--- src/rtl/arb_cycle_walker_if.sv ---
// Bus bundle for the cycle walker: vertmat read port plus the path stream.
// master = walker side, slave = memory / consumer side.
interface arb_cycle_walker_if #(
  parameter int PW = 2,
  parameter int WW = 32
);
  logic [PW-1:0]    vertmat_addr;
  logic [PW+WW-1:0] vertmat_q;
  logic             path_valid;
  logic             path_ready;
  logic [PW-1:0]    path_vertex;
  logic             path_last;

  modport master (
    output vertmat_addr,
    input  vertmat_q,
    output path_valid,
    input  path_ready,
    output path_vertex,
    output path_last
  );

  modport slave (
    input  vertmat_addr,
    output vertmat_q,
    input  path_valid,
    output path_ready,
    input  path_vertex,
    input  path_last
  );
endinterface

--- src/rtl/arb_cycle_walker.sv ---
// Arbitrage cycle walker: follows predecessor pointers from a chosen vertex for
// NODES hops (guaranteeing it lands on a cycle if one is reachable), then
// streams that cycle starting at the landing (anchor) vertex.
`ifndef NODES
`define NODES 4
`endif
`ifndef PRED_WIDTH
`define PRED_WIDTH 1
`endif
`ifndef WEIGHT_WIDTH
`define WEIGHT_WIDTH 31
`endif

module arb_cycle_walker #(
  parameter int             NODES = `NODES,
  parameter int             PW    = `PRED_WIDTH + 1,
  parameter int             WW    = `WEIGHT_WIDTH + 1,
  parameter logic [WW-1:0]  INF   = 'h777fffff
) (
  input  logic              clk,
  input  logic              walker_reset,
  input  logic              bellman_done,
  input  logic              start,
  input  logic [PW-1:0]     start_vertex,
  input  logic [PW-1:0]     src,
  arb_cycle_walker_if.master bus,
  output logic              walker_done,
  output logic              cycle_found,
  output logic [PW:0]       cycle_len,
  output logic              walker_busy
);

  typedef enum logic [2:0] {S_IDLE, S_RD, S_WAIT, S_EVAL, S_EMIT, S_DONE} state_t;
  typedef enum logic {PH_SEEK, PH_EMIT} phase_t;

  localparam logic [PW:0] NODES_W = (PW+1)'(NODES);

  state_t        state_q, state_d;
  phase_t        phase_q, phase_d;
  logic [PW-1:0] cur_q, cur_d;
  logic [PW-1:0] nxt_q, nxt_d;
  logic [PW-1:0] anchor_q, anchor_d;
  logic [PW-1:0] addr_q, addr_d;
  logic [PW-1:0] pvert_q, pvert_d;
  logic [PW:0]   hops_q, hops_d;
  logic [PW:0]   cnt_q, cnt_d;
  logic [PW:0]   len_q, len_d;
  logic          pvalid_q, pvalid_d;
  logic          plast_q, plast_d;
  logic          done_q, done_d;
  logic          found_q, found_d;
  logic          busy_q, busy_d;

  logic [PW-1:0] q_pred;
  logic [WW-1:0] q_weight;
  logic [PW:0]   hops_inc;
  logic [PW:0]   cnt_inc;
  logic          accept;

  assign q_pred   = bus.vertmat_q[PW+WW-1:WW];
  assign q_weight = bus.vertmat_q[WW-1:0];
  assign hops_inc = hops_q + (PW+1)'(1);
  assign cnt_inc  = cnt_q + (PW+1)'(1);
  assign accept   = start && bellman_done && (state_q == S_IDLE || state_q == S_DONE);

  // Next-state and next-output computation for the walk FSM
  always_comb begin
    state_d  = state_q;
    phase_d  = phase_q;
    cur_d    = cur_q;
    nxt_d    = nxt_q;
    anchor_d = anchor_q;
    pvert_d  = pvert_q;
    hops_d   = hops_q;
    cnt_d    = cnt_q;
    len_d    = len_q;
    pvalid_d = pvalid_q;
    plast_d  = plast_q;
    done_d   = done_q;
    found_d  = found_q;
    busy_d   = busy_q;

    case (state_q)
      S_IDLE, S_DONE: begin
        if (accept) begin
          cur_d   = start_vertex;
          hops_d  = '0;
          cnt_d   = '0;
          phase_d = PH_SEEK;
          done_d  = 1'b0;
          found_d = 1'b0;
          len_d   = '0;
          busy_d  = 1'b1;
          state_d = S_RD;
        end
      end
      S_RD:   state_d = S_WAIT;
      S_WAIT: state_d = S_EVAL;
      S_EVAL: begin
        if (phase_q == PH_SEEK) begin
          if (q_weight == INF || (cur_q == src && q_weight == '0)) begin
            state_d = S_DONE;
            done_d  = 1'b1;
            found_d = 1'b0;
            busy_d  = 1'b0;
          end else begin
            cur_d   = q_pred;
            hops_d  = hops_inc;
            state_d = S_RD;
            // After NODES hops the walk is guaranteed to sit on a cycle.
            if (hops_inc == NODES_W) begin
              anchor_d = q_pred;
              phase_d  = PH_EMIT;
            end
          end
        end else begin
          // The pointer read here tells whether cur closes the cycle, so
          // path_last is known before the beat is presented.
          nxt_d    = q_pred;
          pvalid_d = 1'b1;
          pvert_d  = cur_q;
          plast_d  = (q_pred == anchor_q);
          state_d  = S_EMIT;
        end
      end
      S_EMIT: begin
        if (bus.path_ready) begin
          pvalid_d = 1'b0;
          plast_d  = 1'b0;
          cnt_d    = cnt_inc;
          cur_d    = nxt_q;
          if (plast_q) begin
            state_d = S_DONE;
            done_d  = 1'b1;
            found_d = 1'b1;
            len_d   = cnt_inc;
            busy_d  = 1'b0;
          end else if (cnt_inc == NODES_W) begin
            // Stream ran NODES beats without closing: memory changed under us.
            state_d = S_DONE;
            done_d  = 1'b1;
            found_d = 1'b0;
            len_d   = cnt_inc;
            busy_d  = 1'b0;
          end else begin
            state_d = S_RD;
          end
        end
      end
      default: state_d = S_IDLE;
    endcase

    addr_d = (state_d == S_IDLE || state_d == S_DONE) ? '0 : cur_d;
  end

  // State and registered-output update with synchronous reset
  always_ff @(posedge clk) begin
    if (walker_reset) begin
      state_q  <= S_IDLE;
      phase_q  <= PH_SEEK;
      cur_q    <= '0;
      nxt_q    <= '0;
      anchor_q <= '0;
      addr_q   <= '0;
      pvert_q  <= '0;
      hops_q   <= '0;
      cnt_q    <= '0;
      len_q    <= '0;
      pvalid_q <= 1'b0;
      plast_q  <= 1'b0;
      done_q   <= 1'b0;
      found_q  <= 1'b0;
      busy_q   <= 1'b0;
    end else begin
      state_q  <= state_d;
      phase_q  <= phase_d;
      cur_q    <= cur_d;
      nxt_q    <= nxt_d;
      anchor_q <= anchor_d;
      addr_q   <= addr_d;
      pvert_q  <= pvert_d;
      hops_q   <= hops_d;
      cnt_q    <= cnt_d;
      len_q    <= len_d;
      pvalid_q <= pvalid_d;
      plast_q  <= plast_d;
      done_q   <= done_d;
      found_q  <= found_d;
      busy_q   <= busy_d;
    end
  end

  assign bus.vertmat_addr = addr_q;
  assign bus.path_valid   = pvalid_q;
  assign bus.path_vertex  = pvert_q;
  assign bus.path_last    = plast_q;
  assign walker_done      = done_q;
  assign cycle_found      = found_q;
  assign cycle_len        = len_q;
  assign walker_busy      = busy_q;

endmodule

--- src/flat_wrapper.sv ---
// flat-port wrapper written by rule: the top's interface ports become plain ports
module arb_cycle_walker_flat 
#(
  parameter int             NODES = `NODES,
  parameter int             PW    = `PRED_WIDTH + 1,
  parameter int             WW    = `WEIGHT_WIDTH + 1,
  parameter logic [WW-1:0]  INF   = 'h777fffff
)
  (clk, walker_reset, bellman_done, start, start_vertex, src, walker_done, cycle_found, cycle_len, walker_busy, bus_vertmat_addr, bus_vertmat_q, bus_path_valid, bus_path_ready, bus_path_vertex, bus_path_last);
  arb_cycle_walker_if #(.PW(PW), .WW(WW)) bus_i ();
  input  logic clk;
  input  logic walker_reset;
  input  logic bellman_done;
  input  logic start;
  input  logic [PW-1:0] start_vertex;
  input  logic [PW-1:0] src;
  output logic walker_done;
  output logic cycle_found;
  output logic [PW:0] cycle_len;
  output logic walker_busy;
  output wire logic [$bits(bus_i.vertmat_addr)-1:0] bus_vertmat_addr;
  input wire logic [$bits(bus_i.vertmat_q)-1:0] bus_vertmat_q;
  output wire logic [$bits(bus_i.path_valid)-1:0] bus_path_valid;
  input wire logic [$bits(bus_i.path_ready)-1:0] bus_path_ready;
  output wire logic [$bits(bus_i.path_vertex)-1:0] bus_path_vertex;
  output wire logic [$bits(bus_i.path_last)-1:0] bus_path_last;
  assign bus_vertmat_addr = bus_i.vertmat_addr;
  assign bus_i.vertmat_q = bus_vertmat_q;
  assign bus_path_valid = bus_i.path_valid;
  assign bus_i.path_ready = bus_path_ready;
  assign bus_path_vertex = bus_i.path_vertex;
  assign bus_path_last = bus_i.path_last;
  arb_cycle_walker #(.NODES(NODES), .PW(PW), .WW(WW), .INF(INF)) u_core (.clk(clk), .walker_reset(walker_reset), .bellman_done(bellman_done), .start(start), .start_vertex(start_vertex), .src(src), .bus(bus_i), .walker_done(walker_done), .cycle_found(cycle_found), .cycle_len(cycle_len), .walker_busy(walker_busy));
endmodule
--- config.mk ---
export PLATFORM = sky130hd
export DESIGN_NAME = arb_cycle_walker_flat
export DESIGN_NICKNAME = d
export VERILOG_FILES = /design/src/rtl/arb_cycle_walker_if.sv /design/src/rtl/arb_cycle_walker.sv /design/src/flat_wrapper.sv
export SDC_FILE = /design/constraint.sdc
export NUM_CORES = 1
export LEC_CHECK = 0
export CORE_MARGIN = 8
export CORE_UTILIZATION = 48
export DETAILED_ROUTE_END_ITERATION = 16
export PLACE_DENSITY = 0.85
export SLEW_MARGIN = 10
export SYNTH_ARGS = -nofsm -noshare
export SYNTH_HDL_FRONTEND = slang
export SYNTH_SLANG_ARGS = --single-unit
export TNS_END_PERCENT = 1
--- constraint.sdc ---
create_clock -name clk -period 3 [get_ports clk]
set_input_delay 0.6 -clock clk [delete_from_list [all_inputs] [get_ports clk]]
set_output_delay 0.6 -clock clk [all_outputs]
set_load 0.01 [all_outputs]
### Word level (Yosys, flattened, before mapping)

Cells that the tools add are included.
Widths: inputs -> output; s select.

| word-level totals | value |
|---|---|
| register bits after elaboration | 28 |
| output and inout bits | 12 |

| cells by class | value |
|---|---|
| eq/ne operators | 18 |
| multiplexer cells | 48 |
| bitwise logic cells | 2 |
| reduce and logical (&&, ||, !) cells | 23 |
| add/sub/neg operators | 2 |

Operator list:

| kind | count |
|---|---|
| $mux 3 | 13 |
| $eq 32x31->1 const B | 1 |
| $logic_not 32->1 | 1 |
| $mux 1 | 20 |
| $pmux 3 s2 | 3 |
| $eq 3x3->1 const B | 5 |
| $pmux 3 s5 | 1 |
| $reduce_and 4->1 | 3 |
| $pmux 1 s3 | 3 |
| $mux 2 | 4 |
| $add 3x1->3 const B | 2 |
| $eq 3x2->1 const B | 2 |
| $logic_not 3->1 | 2 |
| $ne 2x1->1 const B | 3 |
| $ne 2x2->1 const B | 3 |
| $pmux 1 s2 | 3 |
| $pmux 2 s3 | 1 |
| $reduce_and 3->1 | 2 |
| $reduce_and 6->1 | 1 |
| $reduce_bool 2->1 | 3 |
| $eq 2x2->1 | 2 |
| $reduce_and 2->1 | 2 |
| $reduce_or 2->1 | 2 |
| $eq 3x1->1 const B | 1 |
| other kinds (5) | 10 |

### Depth between registers and ports, before layout

Gate-level depths: netlist of the first run.

| logic depth | value |
|---|---|
| depth after elaboration | 9 |
| depth in mapped cells | 8 |
| gate-level depth less buffers | 7 |

### Least setup slack after synthesis of the first run

OpenSTA, ideal clock, no wires.

| timing path | value |
|---|---|
| path kind | input port to flip-flop |
| from | in bus_vertmat_q[23] |
| to | reg u_core.hops_q[1] |
| setup time | 70 ps |
| data arrival time | 1983 ps |
| cell stages on the path | 6 |
| slack | 947 ps |
| cells stage by stage | or3_4 nor3_2 and3_4 nor4_4 or3b_1 a21oi_1 |

| between the ends | value |
|---|---|
| longest elaborated chain between the ends | 5 |
| elaborated cells on any way between the ends | 6 |

RTL lines:

| what | RTL line | RTL |
|---|---|---|
| from (decl) | flat_wrapper.sv:22 | `input wire logic [$bits(bus_i.vertmat_q)-1:0] bus_vertmat_q;` |
| $logic_not 32->1 | arb_cycle_walker.sv:101 | `if (q_weight == INF \|\| (cur_q == src && q_weight == '0)) begin` |
| $logic_and 1x1->1 | arb_cycle_walker.sv:101 |  |
| $logic_or 1x1->1 * | arb_cycle_walker.sv:101 |  |
| $ne 2x2->1 (no source line) * | n/a |  |
| $reduce_and 4->1 (no source line) * | n/a |  |
| to (signal assigned) | arb_cycle_walker.sv:182 | `hops_q <= hops_d;` |
| to (decl) | arb_cycle_walker.sv:45 | `logic [PW:0] hops_q, hops_d;` |

Mark *: on every way between the ends. The rest lies on a longest branch, timed or not.
A chain may end at the register's enable or synchronous reset.

### Worst setup path after layout of the first run

| timing path | value |
|---|---|
| from | in bus_vertmat_q[22] |
| to | reg u_core.cur_q[1] |

| between the ends | value |
|---|---|
| longest elaborated chain between the ends | 6 |
| elaborated cells on any way between the ends | 7 |

RTL lines:

| what | RTL line | RTL |
|---|---|---|
| $logic_not 32->1 | arb_cycle_walker.sv:101 |  |
| $logic_and 1x1->1 | arb_cycle_walker.sv:101 |  |
| $logic_or 1x1->1 * | arb_cycle_walker.sv:101 |  |
| $mux 2 * | arb_cycle_walker.sv:101 |  |
| $mux 2 * | arb_cycle_walker.sv:100 | `if (phase_q == PH_SEEK) begin` |
| $pmux 2 s3 * | arb_cycle_walker.sv:83 | `case (state_q)` |
| to (signal assigned) | arb_cycle_walker.sv:177 | `cur_q <= cur_d;` |
| to (decl) | arb_cycle_walker.sv:40 | `logic [PW-1:0] cur_q, cur_d;` |

Marked as above.

==> results of run 1 <==
## cell usage after synthesis, types with 2 or more instances
cell type,number,area (um^2)
nor3_2,2,20.0
nand2_1,17,63.8
nand4_1,9,56.3
and3_4,2,22.5
nor4_1,8,50.1
nand2b_1,6,37.5
nand3_1,10,50.1
nor3_1,6,30.0
clkbuf_1,4,15.0
a31oi_1,2,12.5
dfxtp_1,28,561
nor4b_1,2,17.5
nor2_1,24,90.1
buf_2,3,15.0
inv_1,3,11.3
nand3b_1,2,15.0
a21o_1,3,22.5
xor2_1,4,35.0
a221oi_1,2,17.5
a32oi_1,2,17.5
and4_1,2,17.5
a22oi_1,2,15.0
o21ai_0,2,10.0
a22o_1,3,26.3
a21oi_1,16,80.1
ha_1,4,50.1
## final cells by class
class | instances | area, um^2
Inverter | 4 | 15.0
Clock inverter | 1 | 30.0
Timing Repair Buffer | 56 | 556
Clock buffer | 3 | 22.5
Multi-Input combinational cell | 146 | 903
Tap cell | 44 | 55.1
Fill cell | 262 | 886
Sequential cell | 28 | 561
## flip-flops by register name (all words and copies together) (netlist names), 2 cells and up
| name | flops |
|---|---|
| u_core.cycle_len | 3 |
| u_core.state_q | 3 |
| u_core.bus.path_vertex | 2 |
| u_core.hops_q | 3 |
| u_core.anchor_q | 2 |
| u_core.cnt_q | 3 |
| u_core.nxt_q | 2 |
| u_core.cur_q | 2 |
| u_core.bus.vertmat_addr | 2 |
## through the flow
| stage | utilization | power [uW] | hold slack (ns) | setup WS (ns) | instances |
|---|---|---|---|---|---|
| finish | 0.707 | 775 | 0.468 | 0.654 | 282 |
| global route | 0.707 | 810 | 0.483 | 0.526 | 282 |
| CTS | 0.707 | 781 | 0.469 | 0.644 | 282 |
| detailed placement | 0.690 | 538 | 0.449 | 0.284 | 278 |
| global placement | 0.690 | 535 | 0.441 | 0.418 | 278 |
| floorplan | - | 453 | 0.437 | 0.947 | 186 |
## how the worst max path moves through the flow
stage / to / cells after the start / start
2_1_floorplan: u_core.hops_q[1]$_SDFFE_PP0P_ / 6 / bus_vertmat_q[23]
3_3_place_gp: u_core.bus.vertmat_addr[1]$_SDFF_PP0_ / 7 / bus_vertmat_q[22]
3_5_place_dp: u_core.cur_q[1]$_SDFF_PP0_ / 7 / bus_vertmat_q[22]
4_1_cts: u_core.cur_q[1]$_SDFF_PP0_ / 7 / bus_vertmat_q[22]
5_1_grt: u_core.cur_q[1]$_SDFF_PP0_ / 7 / bus_vertmat_q[26]
6_report: u_core.cur_q[1]$_SDFF_PP0_ / 7 / bus_vertmat_q[22]
## tightest hold or removal path, stage by stage, from the launching register on
cell     delay [ns]
dfxtp_1        0.34
nand2_1        0.05
a21oi_1        0.05
## power breakdown
part,total (uW),internal [uW],switching (uW)
Clock,244,135,109
Combinational,137,79.7,57.6
Sequential,393,381,12.7
Total,775,595,180
## cells in the final DEF (no fill, tap or decap), types with 4 or more instances in the layout
| cell | Yosys | routed |
|---|---|---|
| nand3_1 | 10 | 10 |
| a21oi_1 | 16 | 16 |
| nand4_1 | 9 | 9 |
| nor4_1 | 8 | 8 |
| nor2_1 | 24 | 24 |
| nand2_1 | 17 | 17 |
| xor2_1 | 4 | 4 |
| dfxtp_1 | 28 | 28 |
| clkdlybuf4s50_1 | 0 | 54 |
| nor3_1 | 6 | 6 |
| nand2b_1 | 6 | 6 |
| ha_1 | 4 | 4 |
## cell families after synthesis
logic type,Yosys count,share of synthesized area
AND/OR/NAND/NOR,97,0.359
XOR/XNOR,5,0.0289
adder cells (fa/ha/maj),4,0.0331
multiplexers,1,0.00662
flip-flops,28,0.371
AO/OA/AOI/OAI,39,0.170
buffers and inverters,12,0.0322
## layer usage
| metal | global-route usage | vias up |
|---|---|---|
| met5 | 0 | - |
| met2 | 0.284 | 37 |
| met4 | 0.0363 | 0 |
| li1 | - | 807 |
| met1 | 0.214 | 732 |
| met3 | 0.0220 | 4 |
==> impl_results.md, run 1 <==
- Async set-reset flop share out of synthesis: 0
- Final design area excluding fillers: 2140 um^2
- Hold-fix buffers, CTS: 0
- RSZ-0062 raised after global routing: false
- DR iter-0 viols: about 110
- Minimum clock period: ~2.3 ns
- Share of cells above drive strength 1: 0.0546
- Max incr delay on CP: roughly 0.5 ns
- Worst-Margin Slew: roughly 0.63 ns
- Routed met2 length: ~2.1 mm
- # rows: 20
- Grt ovf: 0
- Core area: approximately 3000 um^2
- FF+latch count, synth: 28
- Die width: approximately 72 um
- H-tree Lvls: 1
- Final worst path period share: 0.782
- Final ANT Viol Nets: 0
- Max VDD drop: about 0.27 mV
- GRT Resource Usage Total: 0.166
- Pin count of the biggest net entering global routing: 26
- CP max stage cell: nor4_1
- Critical path cell sequence: clkdlybuf4s50_1, nand4_1, nor4_1, and3_4, nor4_4, a221oi_1, nor2_1
- Syn_nets: ~230
- Status: finished, final reports clean
- Number of global-route vias before repair: 1522
- Die area: approximately 5200 um^2
- Antenna cells: 0
- Final hold violations: 0
- Met3 WL post-DR: approximately 160 um
- Pwr dens: between 300 and 400 nW/um^2
- NumNets Final: 286
- Static Leak: about 0.00073 uW
- Kind of critical path: input port to flip-flop
- Number of synthesized flops with an enable pin: 0
- Count of final setup violators: 0
- Post-Route Setup TNS: 0 ns
- Crit-path max FO: 8
- Post-DP Area: around 2100 um^2
- Reg2reg end: u_core.bus.vertmat_addr[0]$_SDFF_PP0_
- CTS tree: yes
- Clock Sinks: 28
- DR top layer: met4
- First-pass GRT wire length: ~7 mm
- Final slew viol count: 0
- Routability cong.: around 0.89
- Kind of cell adding the most delay to the critical path: simple AND/OR/NAND/NOR gates
- WP buf/inv: 1
- Post-synthesis sequential area ratio: 0.371
- Routed vias: 1580
- Setup repair bufs after CTS: 0
- Reg2Reg Depth: 6
- Hold Path Origin: u_core.nxt_q[1]$_SDFFE_PP0P_
- Ports: 55
- Synth warnings: 0
- Detailed placement HPWL: 3.50 mm
- Synth cell types: 44
- Avg Cell Area, Syn: about 8.1 um^2
- CTS clk-pin slew, worst paths: about 0.15 ns
- Kind of end point of the critical path: flip-flop
- Worst EP arrival: between 2 and 3 ns
- M1 WL: 1.97 mm
- Synth Cell Area: around 1500 um^2
- Layout Area Growth over Synthesis: 41.6%
- Flop2flop setup slack: approximately 0.9 ns
- Synth Instances: about 190
- I/O Buffers: 54
- Max-cap viol count: 0
- Drt total wl: between 4 and 5 mm
- Pre-antenna DRT Iters: 4
- Root Buffer: clkbuf_4
- Data required time at the worst endpoint: roughly 3.2 ns
- Initial antenna violation count: 0
- Hold crit path type: flip-flop to flip-flop
- Worst Hold Endpoint: u_core.nxt_q[1]$_SDFFE_PP0P_
- Top FF cell, synth: dfxtp_1
- Drc violations: 0
- Reg2reg start: u_core.state_q[1]$_SDFF_PP0_
- CP Launch Type: input port
- CTS Buffer Depth: 2
- Clock Latency Late Sink: between 0.3 and 0.4 ns
- Vias per Instance: 5.60
- Initial Util: 0.500
- Fmax: around 430 MHz
- Slew HR: 0.572
- Hold path depth: 2
- Clk_skew: ~0.0029 ns
- Die height: approximately 72 um
- WL/cell: between 15 and 20 um
- Inserted Clock Buffers: 3
- Post-CTS sizing: 0
Power figures use the tool's default switching activity.
==> inputs of run 2 (changes only) <==
--- a/config.mk
+++ b/config.mk
@@ -6,9 +6,9 @@
 export NUM_CORES = 1
 export LEC_CHECK = 0
 export CORE_MARGIN = 8
-export CORE_UTILIZATION = 48
+export CORE_UTILIZATION = 44
 export DETAILED_ROUTE_END_ITERATION = 16
-export PLACE_DENSITY = 0.85
+export PLACE_DENSITY = 0.79
 export SLEW_MARGIN = 10
 export SYNTH_ARGS = -nofsm -noshare
 export SYNTH_HDL_FRONTEND = slang
==> constraint.sdc (replaced) <==
create_clock -name clk -period 2.32 [get_ports clk]
set_input_delay 0.464 -clock clk [delete_from_list [all_inputs] [get_ports clk]]
set_output_delay 0.464 -clock clk [all_outputs]
set_load 0.01 [all_outputs]
==> impl_results.md, run 2 (synthesis gave the netlist of run 1 again) <==
- DR iter-0 viols: 104
- Pre-antenna DRT Iters: 4
- Kind of cell adding the most delay to the critical path: simple AND/OR/NAND/NOR gates
- Clock Latency Late Sink: approximately 0.33 ns
- Final worst path period share: 0.913
- Slew HR: 0.589
- NumNets Final: just under 300
- Ports: 55
- Most frequent cells in the layout: 54 x clkdlybuf4s50_1, 28 x dfxtp_1, 24 x nor2_1
- Hold crit path type: flip-flop to flip-flop
- Tot Pwr: 894 uW
- Initial antenna violation count: 0
- Die area: 5570 um^2
- Clk_skew: approximately 0.0024 ns
- Root Buffer: clkbuf_4
- Critical path cell sequence: clkdlybuf4s50_1, or3_4, nor3_2, and3_4, nor4_4, buf_4, nor4b_1, a21o_1
- Post-CTS sizing: 0
- Drc violations: 0
- WL/cell: 15.1 um
- Final hold violations: 0
- Grt ovf: 0
- Setup repair bufs after CTS: 0
- CTS Buffer Depth: 2
- Inserted Clock Buffers: 3
- Final slew viol count: 0
- Max-cap viol count: 0
- H-tree Lvls: 1
- Global Route met2 Usage: 0.284
- Final ANT Viol Nets: 0
- Util after Layout: 0.664
- Pwr dens: around 410 nW/um^2
- I/O Buffers: 54
- Die width: around 75 um
- Crit-path max FO: 5
- # rows: 21
- Vias per Instance: between 5 and 6
- Core area: approximately 3300 um^2
- Layout Area Growth over Synthesis: 45.2%
- Max incr delay on CP: 0.40 ns
- Static Leak: 0.000774 uW
- CTS tree: yes
- Fmax: around 470 MHz
- Share of cells above drive strength 1: 0.0927
- Minimum clock period: 2.12 ns
- Fin worst setup slack: between 0.2 and 0.25 ns
- Antenna cells: 0
- Kind of critical path: input port to flip-flop
- CTS clk-pin slew, worst paths: between 0.1 and 0.15 ns
- First-pass GRT wire length: slightly above 7 mm
- WP buf/inv: 2
- Max VDD drop: between 0.4 and 0.5 mV
- Post-DP Area: between 2000 and 2500 um^2
- Final design area excluding fillers: between 2000 and 2500 um^2
- Post-Route Setup TNS: 0 ns
- Worst-Margin Slew: 0.607 ns
- Detailed placement HPWL: 3.64 mm
- Routability cong.: about 0.81
- Pin count of the biggest net entering global routing: 16
- Drt total wl: around 4.4 mm
- Hold-fix buffers, CTS: 0
- Worst slack, placed: -0.136 ns
- Worst EP arrival: 2.41 ns
- RSZ-0062 raised after global routing: false
- GRT met3 Usage: 0.0346
- Most used routing layer: met2
- Kind of end point of the critical path: flip-flop
- Clock Sinks: 28
- Status: finished, final reports clean
- CP max stage cell: clkdlybuf4s50_1
- CP Launch Type: input port
- Number of global-route vias before repair: 1541
- GR Util met1: 0.202
- GRT Resource Usage Total: 0.164
- Die height: ~75 um
- Routed vias: ~1600
- Count of final setup violators: 0
- Initial Util: 0.457
- Commonest non-fill, non-tap cell in the layout: clkdlybuf4s50_1
- Data required time at the worst endpoint: 2.61 ns
run 2: changes by cell type in the layout (fill, tap and decap cells not counted):
cell / previous run / this run
buf_4: 2 / 13
bufinv_16: 1 / 0
run 2: path summary, 6_finish.rpt:
| check | start | slack (ns) | cells past startpoint | to |
|---|---|---|---|---|
| min | u_core.cycle_len[0]$_SDFFE_PP0P_ | 0.46 | 2 | u_core.cycle_len[0]$_SDFFE_PP0P_ |
| max reg2reg | u_core.state_q[2]$_SDFF_PP0_ | 0.41 | 6 | u_core.cycle_len[0]$_SDFFE_PP0P_ |
| min reg2reg | u_core.cycle_len[0]$_SDFFE_PP0P_ | 0.46 | 2 | u_core.cycle_len[0]$_SDFFE_PP0P_ |
| max | bus_vertmat_q[23] | 0.20 | 8 | u_core.hops_q[0]$_SDFFE_PP0P_ |
run 2: metrics by stage:
stage	instances	hold WS [ns]
finish	294	0.465
global route	294	0.484
global placement	291	0.440
floorplan	186	0.437
detailed placement	291	0.448
CTS	294	0.467
run 2: tightest hold or removal path, delay by kind of cell (launching register included):
family           cells  cell delay [ns]
flip-flops           1             0.34
AND/OR/NAND/NOR      1             0.05
AO/OA/AOI/OAI        1             0.05
run 2: power by group:
group | internal [uW] | total [uW] | leakage, uW | switching, uW
clock | 61.1 | 200 | 0.0000138 | 139
combinational | 110 | 188 | 0.000534 | 78.0
sequential | 492 | 505 | 0.000226 | 13.4
total | 663 | 894 | 0.000774 | 231
run 2: layout make-up:
class | instances | area [um^2]
timing repair buffer | 67 | 638
fill | 303 | 1110
inverter | 4 | 15.0
tap | 46 | 57.6
clock buffer | 3 | 22.5
sequential | 28 | 561
multi-input combinational | 146 | 903
run 2: routing by layer:
layer  part of all wire  up-vias
met1               0.45      761
met5                  0        -
met3              0.047        5
met4             0.0056        0
met2               0.50       35
li1                   -      824
